==> config.mk <==
export PLATFORM = sky130hd
export DESIGN_NAME = interboard_tx_scheduler
export DESIGN_NICKNAME = d
export VERILOG_FILES = /design/src/rtl/interboard_tx_scheduler.sv
export SDC_FILE = /design/constraint.sdc
export NUM_CORES = 1
export LEC_CHECK = 0
export CAP_MARGIN = 40
export CORE_MARGIN = 2
export CORE_UTILIZATION = 40
export DETAILED_ROUTE_END_ITERATION = 8
export SLEW_MARGIN = 40
export SYNTH_ARGS = -nofsm -noshare
export SYNTH_HDL_FRONTEND = slang
export SYNTH_SLANG_ARGS = --single-unit
==> constraint.sdc <==
create_clock -name clk -period 4 [get_ports clk]
set_clock_uncertainty 0.05 [all_clocks]
set_input_delay 0.8 -clock clk [delete_from_list [all_inputs] [get_ports clk]]
set_output_delay 0.8 -clock clk [all_outputs]
set_load 0.03 [all_outputs]
==> src/rtl/interboard_tx_scheduler.sv <==
// interboard_tx_scheduler: two-producer FIFO arbiter feeding the interboard ctrl_* command port.
// Define TX_SCHED_COALESCE_EN so a push to a full B FIFO overwrites its newest entry.
module interboard_tx_fifo #(
    parameter int DEPTH = 4,
    parameter int W = 22,
    parameter bit OVERWRITE = 1'b0
) (
    input  logic         clk,
    input  logic         clr,
    input  logic         push,
    input  logic         pop,
    input  logic [W-1:0] din,
    output logic [W-1:0] dout,
    output logic         full,
    output logic         empty
);
    localparam int AW = $clog2(DEPTH);
    logic [W-1:0] mem [DEPTH];
    logic [AW-1:0] wr, rd;
    logic [AW:0] cnt;
    logic do_pop, do_push;
    assign full = cnt == (AW+1)'(DEPTH);
    assign empty = cnt == '0;
    assign do_pop = pop && !empty;
    assign do_push = push && (!full || do_pop);
    assign dout = mem[rd];
    always_ff @(posedge clk) begin
        if (clr) begin
            wr <= '0;
            rd <= '0;
            cnt <= '0;
        end else begin
            if (do_push) begin
                mem[wr] <= din;
                wr <= wr + AW'(1);
            end else if (push && OVERWRITE)
                mem[wr - AW'(1)] <= din;
            if (do_pop)
                rd <= rd + AW'(1);
            cnt <= cnt + (AW+1)'(do_push) - (AW+1)'(do_pop);
        end
    end
endmodule

module interboard_tx_scheduler #(
    parameter int DEPTH = 4,
    parameter int A_STREAK_MAX = 3,
    parameter int GAP_CYCLES = 8,
    parameter int BUSY_TIMEOUT = 255
) (
    input  logic        clk,
    input  logic        rst,
    input  logic        transmit,
    input  logic        interboard_rst,
    input  logic        tx_busy,
    input  logic        a_en,
    input  logic [21:0] a_msg,
    input  logic        b_en,
    input  logic [21:0] b_msg,
    output logic        a_full,
    output logic        b_full,
    output logic        b_overflow,
    output logic        timeout_err,
    output logic        ctrl_en,
    output logic        ctrl_move_dir,
    output logic [4:0]  ctrl_block_x,
    output logic [2:0]  ctrl_block_y,
    output logic [3:0]  ctrl_msg_type,
    output logic [5:0]  ctrl_card,
    output logic [2:0]  ctrl_sel_len
);
`ifdef TX_SCHED_COALESCE_EN
    localparam bit COALESCE = 1'b1;
`else
    localparam bit COALESCE = 1'b0;
`endif
    localparam logic [2:0] S_IDLE = 3'd0, S_ISSUE = 3'd1, S_RISE = 3'd2, S_FALL = 3'd3, S_GAP = 3'd4;
    localparam int SW = $clog2(A_STREAK_MAX + 1);
    localparam int CW = $clog2((BUSY_TIMEOUT > GAP_CYCLES ? BUSY_TIMEOUT : GAP_CYCLES) + 1);
    logic clr, a_empty, b_empty, grant_a, grant_b, grant;
    logic [21:0] a_head, b_head, cur;
    logic [2:0] state;
    logic [SW-1:0] streak;
    logic [CW-1:0] cnt;
    assign clr = rst || interboard_rst;
    assign grant_a = state == S_IDLE && transmit && !a_empty && (b_empty || streak < SW'(A_STREAK_MAX));
    assign grant_b = state == S_IDLE && transmit && !b_empty && !grant_a;
    assign grant = grant_a || grant_b;
    assign ctrl_en = state == S_ISSUE;
    assign {ctrl_move_dir, ctrl_block_x, ctrl_block_y, ctrl_msg_type, ctrl_card, ctrl_sel_len} = cur;
    interboard_tx_fifo #(.DEPTH(DEPTH), .W(22), .OVERWRITE(1'b0)) u_fifo_a (
        .clk(clk), .clr(clr), .push(a_en), .pop(grant_a), .din(a_msg),
        .dout(a_head), .full(a_full), .empty(a_empty)
    );
    interboard_tx_fifo #(.DEPTH(DEPTH), .W(22), .OVERWRITE(COALESCE)) u_fifo_b (
        .clk(clk), .clr(clr), .push(b_en), .pop(grant_b), .din(b_msg),
        .dout(b_head), .full(b_full), .empty(b_empty)
    );
    always_ff @(posedge clk) begin
        if (clr) begin
            state <= S_IDLE;
            streak <= '0;
            cnt <= '0;
            cur <= '0;
            timeout_err <= 1'b0;
            b_overflow <= 1'b0;
        end else begin
            b_overflow <= b_en && b_full && !grant_b;
            if (grant) begin
                cur <= grant_a ? a_head : b_head;
                streak <= grant_b ? '0 : streak + SW'(streak < SW'(A_STREAK_MAX));
            end
            // losing the link discards whatever is in flight; queued entries stay
            if (!transmit)
                state <= S_IDLE;
            else
                case (state)
                    S_IDLE: if (grant) state <= S_ISSUE;
                    S_ISSUE: begin
                        cnt <= '0;
                        state <= S_RISE;
                    end
                    S_RISE:
                        if (tx_busy)
                            state <= S_FALL;
                        else if (cnt == CW'(BUSY_TIMEOUT - 1)) begin
                            timeout_err <= 1'b1;
                            cnt <= '0;
                            state <= S_GAP;
                        end else
                            cnt <= cnt + CW'(1);
                    S_FALL:
                        if (!tx_busy) begin
                            cnt <= '0;
                            state <= S_GAP;
                        end
                    S_GAP: state <= cnt == CW'(GAP_CYCLES - 1) ? S_IDLE : S_GAP;
                    default: state <= S_IDLE;
                endcase
            if (state == S_GAP && transmit)
                cnt <= cnt + CW'(1);
        end
    end
endmodule

==> key figures, run 1 <==
Power and ir drop
  – Internal power: 0.004031 W
  – P per Cell Area: 481.6 nW/um2
  – Switching Fraction: 0.2273
  – Pleak: 3.420 nW
  – Worst VDD drop: 206.2 uV
  – Seq pwr share: 0.514
  – P_sw: 0.001186 W
  – Design Power: 0.005216 W
  – Comb pwr share: 0.095
  – Clock share of power: 0.391

Run
  – Max-cap violations: 0

Detailed routing
  – Post-route ant nets: 0
  – Final wirelength: 18,520 um
  – DR iter-0 viols: 381
  – Vias post-DR: 4,928
  – Vias per cell: 5.339
  – Detailed Routing Iterations Pass 1: 4
  – Avg WL per Cell: 20.06 um
  – DRC Markers: 0

Logic synthesis
  – Post-Synth Adder-Cell Area: 0.02262
  – Syn Std Cell Area: 8961 um2
  – Synthesized net count: 596
  – Mux contribution to synthesized area: 0.1128
  – Yosys warning total: 0
  – Syn_area_per_cell: 16.91 um2
  – Synth Instances: 530
  – Yosys cell types: 52
  – Post-synthesis xor/xnor area fraction: 0.006842
  – Seq/Total Area, Yosys: 0.7127
  – Compound-Gate Fraction of Synth Area: 0.06507
  – Top FF cell, synth: edfxtp_1
  – FFs w/ async S/R, synth: 0
  – Commonest cells post-synth: edfxtp_1 (176), dfxtp_1 (55), mux4_2 (44), nand2_1 (36), a21oi_1 (34)
  – Number of synthesized flops with an enable pin: 176
  – Synth top area share: 0.5898
  – Top area cells in the synthesized netlist: edfxtp_1 (59%), dfxtp_1 (12%), mux4_2 (11%)
  – Simple-gate portion of the synthesized area: 0.05990
  – Register bit total from synthesis: 231
  – Yosys top cell by area: edfxtp_1
  – Largest family of logic cells by synthesized area: multiplexers
  – Cell with the most instances after synthesis: edfxtp_1

Timing
  – Final setup TNS: 0 ns
  – Final setup viols: 0
  – Final worst-path cycle share: 0.8147
  – Min Hold Slack: 0.3981 ns
  – Fin crit period: 3.259 ns
  – Slew @ Worst Pin: 0.7466 ns
  – Maximum achievable frequency: 306.8 MHz
  – Unrepaired setup endpoints after global routing: false
  – Max-slew violation count: 0
  – Worst relative slew slack: 0.5023
  – Final Hold Vio Count: 0

Critical path
  – Worst-path cell chain: clkdlybuf4s50_1 -> or4b_1 -> o31ai_2 -> and2_1 -> ha_1 -> inv_1 -> fa_1 -> xor2_1 -> xnor2_1 -> nor2_1
  – Worst reg-to-reg setup slack: 1.17 ns
  – CP endpoint kind: register
  – R2R depth: 9
  – Critical R2R Capture: u_fifo_a.cnt[2]$_SDFF_PP0_
  – CP startpoint: transmit
  – Crit-path slowest cell: clkdlybuf4s50_1
  – Worst EP arrival: 3.58 ns
  – CP startpoint kind: primary input
  – Crit Path Class: in -> reg
  – R2r startpoint: state[0]$_SDFFE_PP0P_
  – Slowest Stage Delay on Critical Path: 0.61 ns
  – CP Max Fanout: 8
  – Crit path required time: 4.33 ns
  – CP Capture Point: u_fifo_a.cnt[2]$_SDFF_PP0_

Clocking
  – Post-CTS setup buffer count: 0
  – TritonCTS Buffers: 25
  – CTS tree: yes
  – # H-tree levels: 1
  – Worst-path clk slew: 0.06 ns
  – Root buffer cell: clkbuf_16
  – Post-CTS sizing: 0
  – Clock sink count: 231
  – Clock buffer depth: 3
  – Worst-Skew Late Latency: 0.51 ns
  – # hold bufs at CTS: 0

Layout
  – # diodes: 0
  – Final core utilization: 0.4947
  – Final std cells w/o fill: 923
  – Nets@finish: 690
  – Syn-to-layout area delta: 20.86%
  – Share of layout cells above drive strength 1: 0.1602

Floorplanning
  – Core ar.: 21,890 um2
  – Die X: 153.7 um
  – Starting Density: 0.4094
  – Ports: 78
  – Die Y: 153.7 um
  – Total die area: 23,620 um2
  – Row Count: 54

Outcome
  – Status: finished, final reports clean

Placement
  – Placer Congestion: 0.7027
  – PortBufs: 77
  – Placed cells: 877
  – Dpl hpwl: 11,640 um

Global routing
  – First-pass GRT wire length: 29,590 um
  – Largest net degree at the start of global routing: 42
  – Overall Global Routing Usage: 0.1604
  – Number of global-route vias before repair: 5,287
  – Initial antenna violation count: 0
  – Total gr overflow: 0

Min path
  – Min-delay worst type: reg -> reg
  – Hold path cells: 2
state kept, by name, summed over array words and instances (netlist names), named ones only:
name	count
u_fifo_b.wr	2
u_fifo_b.mem	88
cnt	8
u_fifo_a.cnt	3
streak	2
u_fifo_a.wr	2
b_overflow	1
u_fifo_a.rd	2
u_fifo_a.mem	88
state	3
u_fifo_b.cnt	3
u_fifo_b.rd	2
cur	22
timeout_err	1
placed cells by master (no fill, tap or decap), drive strengths merged, types with 15 or more instances in the layout:
master         instances
a21oi                 34
a22oi                 23
buf                   16
clkbuf                39
clkdlybuf4s50         77
dfxtp                 55
edfxtp               176
inv                   15
mux4                  44
nand2                 36
nor2                  16
stage by stage:
stage	area (um2)	worst slack [ns]
2_1_floorplan	8961	0.8584
3_3_place_gp	10070	0.2876
3_5_place_dp	10110	0.2353
4_1_cts	10830	0.7592
5_1_grt	10830	0.4902
6_report	10830	0.7411
final cells by class:
cell class	instances	area, um2
clock buffer	39	688.2
multi-input combinational	259	2401
timing repair buffer	93	910.9
fill	1866	11060
clock inverter	7	33.78
tap	280	350.3
inverter	14	52.55
sequential	231	6394
layer usage:
metal  GRT usage  up-vias  wire length (um)
li1            -     2271                 -
met1      0.2065     2516              7741
met2      0.2800      112              9556
met3     0.03129       29               824
met4     0.04194        0               393
met5           0        -                 0
cell families after synthesis:
| family | Yosys count |
|---|---|
| and+or+nand+nor | 101 |
| buffers and inverters | 40 |
| DFF | 231 |
| adders and majority gates | 15 |
| muxes | 46 |
| AOI/OAI and AO/OA | 90 |
| xor gates and xnor gates | 7 |
worst max-delay path, delay by kind of cell:
| kind | cells | cell delay, ns |
|---|---|---|
| and+or+nand+nor | 3 | 0.95 |
| buffers and inverters | 2 | 0.66 |
| xor gates and xnor gates | 2 | 0.29 |
| AOI/OAI and AO/OA | 1 | 0.34 |
| adders and majority gates | 2 | 0.55 |
worst min-delay path by stage:
stage / startpoint / endpoint / slack [ns]
after floorplan: cnt[7]$_SDFFE_PP0P_ / cnt[7]$_SDFFE_PP0P_ / 0.41
after global placement: cur[17]$_SDFFE_PP0P_ / cur[17]$_SDFFE_PP0P_ / 0.39
after detailed placement: cur[19]$_SDFFE_PP0P_ / cur[19]$_SDFFE_PP0P_ / 0.39
after CTS: cur[19]$_SDFFE_PP0P_ / cur[19]$_SDFFE_PP0P_ / 0.40
after global routing: cur[14]$_SDFFE_PP0P_ / cur[14]$_SDFFE_PP0P_ / 0.42
final: cur[14]$_SDFFE_PP0P_ / cur[14]$_SDFFE_PP0P_ / 0.40
power groups by stage:
stage	Sequential (W)	Combinational (W)	Clock [W]
CTS	0.00268	0.000506	0.00209
detailed placement	0.00273	0.000504	0
global placement	0.00273	0.000484	0
floorplan	0.00274	0.000283	0
finish	0.00268	0.000497	0.00204
global route	0.00269	0.000547	0.00220
No activity file was read; power rests on OpenSTA's default activity.
==> run 2, diff against run 1 <==
==> constraint.sdc (replaced) <==
create_clock -name clk -period 3.3 [get_ports clk]
set_clock_uncertainty 0.05 [all_clocks]
set_input_delay 0.66 -clock clk [delete_from_list [all_inputs] [get_ports clk]]
set_output_delay 0.66 -clock clk [all_outputs]
set_load 0.03 [all_outputs]
==> key figures, run 2 (same netlist as run 1, synthesis figures left out) <==
Timing
  – Final worst-path cycle share: 0.8665
  – Final setup TNS: 0 ns (unchanged)
  – Max-slew violation count: 0 (unchanged)
  – Maximum achievable frequency: 349.7 MHz
  – Fin worst setup slack: 0.4406 ns (was 0.7411 ns)
  – Worst relative slew slack: 0.5223 (was 0.5023)
  – Unrepaired setup endpoints after global routing: false (unchanged)
  – Slew @ Worst Pin: 0.7164 ns (was 0.7466 ns)
  – Final setup viols: 0 (unchanged)
  – Final Hold Vio Count: 0 (unchanged)
  – Fin crit period: 2.859 ns

Detailed routing
  – Vias post-DR: 4,988 (was 4,928)
  – DR iter-0 viols: 257 (was 381)
  – DRC Markers: 0 (unchanged)
  – Vias per cell: 5.369 (was 5.339)
  – Avg WL per Cell: 20.29 um (was 20.06 um)
  – Detailed Routing Iterations Pass 1: 4 (unchanged)
  – Final wirelength: 18,850 um (was 18,520 um)
  – Post-route ant nets: 0 (unchanged)

Run
  – Max-cap violations: 0 (unchanged)

Clocking
  – Post-CTS sizing: 0 (unchanged)
  – Clock sink count: 231 (unchanged)
  – Post-CTS setup buffer count: 0 (unchanged)
  – TritonCTS Buffers: 25 (unchanged)
  – # H-tree levels: 1 (unchanged)
  – Clock buffer depth: 3 (unchanged)
  – CTS tree: yes (unchanged)
  – Root buffer cell: clkbuf_16 (unchanged)
  – Worst-Skew Late Latency: 0.52 ns (was 0.51 ns)
  – # hold bufs at CTS: 0 (unchanged)
  – Worst-path clk slew: 0.06 ns (about the same)

Global routing
  – Number of global-route vias before repair: 5,244 (was 5,287)
  – Initial antenna violation count: 0 (unchanged)
  – Overall Global Routing Usage: 0.1606 (was 0.1604)
  – First-pass GRT wire length: 29,260 um (was 29,590 um)
  – Largest net degree at the start of global routing: 26 (was 42)
  – Total gr overflow: 0 (unchanged)

Min path
  – Hold_sp: cur[15]$_SDFFE_PP0P_ (was cur[14]$_SDFFE_PP0P_)
  – Min-delay worst type: reg -> reg (unchanged)
  – Hold path cells: 2 (unchanged)
  – Hold Path Sink: cur[15]$_SDFFE_PP0P_ (was cur[14]$_SDFFE_PP0P_)

Floorplanning
  – Die X: 153.7 um (unchanged)
  – Core ar.: 21,890 um2 (unchanged)
  – Total die area: 23,620 um2 (unchanged)
  – Row Count: 54 (unchanged)
  – Ports: 78 (unchanged)
  – Die Y: 153.7 um (unchanged)
  – Starting Density: 0.4094 (unchanged)

Placement
  – Dpl hpwl: 11,810 um (was 11,640 um)
  – Worst slack at placement: -0.03920 ns (was 0.2353 ns)
  – Area of placed instances: 10,230 um2 (was 10,110 um2)
  – Placer Congestion: 0.7409 (was 0.7027)
  – PortBufs: 77 (unchanged)

Critical path
  – Crit path required time: 2.59 ns (was 4.33 ns)
  – Crit Path Class: reg -> out (was in -> reg)
  – Worst reg-to-reg setup slack: 0.62 ns (was 1.17 ns)
  – CP Max Fanout: 5 (was 8)
  – Worst EP arrival: 2.15 ns (was 3.58 ns)
  – Critical R2R Capture: u_fifo_a.cnt[2]$_SDFF_PP0_ (unchanged)
  – CP startpoint: u_fifo_b.cnt[2]$_SDFF_PP0_ (was transmit)
  – R2R depth: 9 (unchanged)
  – CP startpoint kind: register (was primary input)
  – CP endpoint kind: output pin (was register)
  – R2r startpoint: state[2]$_SDFFE_PP0P_ (was state[0]$_SDFFE_PP0P_)

Layout
  – Filler cells: 1,819 (was 1,866)
  – Final core utilization: 0.5058 (was 0.4947)
  – Final Cell Area: 11,070 um2 (was 10,830 um2)
  – Share of layout cells above drive strength 1: 0.1787 (was 0.1602)
  – Largest regs: u_fifo_a.mem: 88 flops, u_fifo_b.mem: 88 flops, cur: 22 flops (unchanged)
  – Syn-to-layout area delta: 23.57% (was 20.86%)
  – Most common cell after layout, fill and taps aside: edfxtp_1 (unchanged)
  – # diodes: 0 (unchanged)
  – Commonest non-fill, non-tap cells in the layout: edfxtp_1 (176), clkdlybuf4s50_1 (77), dfxtp_1 (53) (was edfxtp_1 (176), clkdlybuf4s50_1 (77), dfxtp_1 (51))
  – Nets@finish: 696 (was 690)

Outcome
  – Status: finished, final reports clean (unchanged)

Power and ir drop
  – P per Cell Area: 601.3 nW/um2 (was 481.6 nW/um2)
  – Worst VDD drop: 365.9 uV (was 206.2 uV)
  – Pleak: 3.521 nW (was 3.420 nW)
run 2: cell types whose count changed in the layout (fill, tap and decap cells not counted), moves of 2 or more:
cell / delta
buf_12: +8
clkbuf_1: -7
bufinv_16: +3
dfxtp_2: -3
clkinv_1: -2
clkinv_2: +2
dfxtp_1: +2
run 2: per-layer routing:
| metal | routed length (um) | up-vias | global-route usage | part of all wire |
|---|---|---|---|---|
| li1 | - | 2290 | - | - |
| met1 | 7890 | 2563 | 0.2021 | 0.42 |
| met2 | 9884 | 102 | 0.2876 | 0.52 |
| met3 | 658 | 33 | 0.02621 | 0.035 |
| met4 | 422 | 0 | 0.04543 | 0.022 |
| met5 | 0 | - | 0 | 0 |
run 2: critical path, stage by stage, from the launching register on:
cell and delay (ns):
dfxtp_1 0.40, nor3b_1 0.46, clkdlybuf4s50_1 0.77
run 2: how the worst max path moves through the flow:
stage,to,depth (start not counted)
2_1_floorplan,u_fifo_a.cnt[2]$_SDFF_PP0_,12
3_3_place_gp,u_fifo_a.cnt[2]$_SDFF_PP0_,11
3_5_place_dp,u_fifo_a.cnt[2]$_SDFF_PP0_,11
4_1_cts,b_full,2
5_1_grt,u_fifo_a.cnt[2]$_SDFF_PP0_,10
6_report,b_full,2
run 2: final cells by class:
cell class	count	area, um2	area share
inverter	14	52.55	0.004746
tap	280	350.3	0.03164
timing repair buffer	99	1036	0.09356
sequential	231	6394	0.5774
clock buffer	33	675.6	0.06102
multi-input combinational	259	2399	0.2166
clock inverter	13	166.4	0.01503
run 2: power by group:
group | total [W] | leakage (nW) | switching, W | internal, W
Combinational | 0.000610 | 1.08 | 0.000336 | 0.000274
Sequential | 0.00325 | 2.04 | 0.0000596 | 0.00319
Clock | 0.00280 | 0.408 | 0.00111 | 0.00169
run 2: metrics by stage:
step | cells | total power (W) | hold WS (ns)
final | 929 | 0.006659 | 0.4065
after global routing | 929 | 0.006906 | 0.4279
after CTS | 929 | 0.006741 | 0.4094
after detailed placement | 883 | 0.003929 | 0.3992
after global placement | 883 | 0.003914 | 0.3910
after floorplan | 530 | 0.003661 | 0.4100
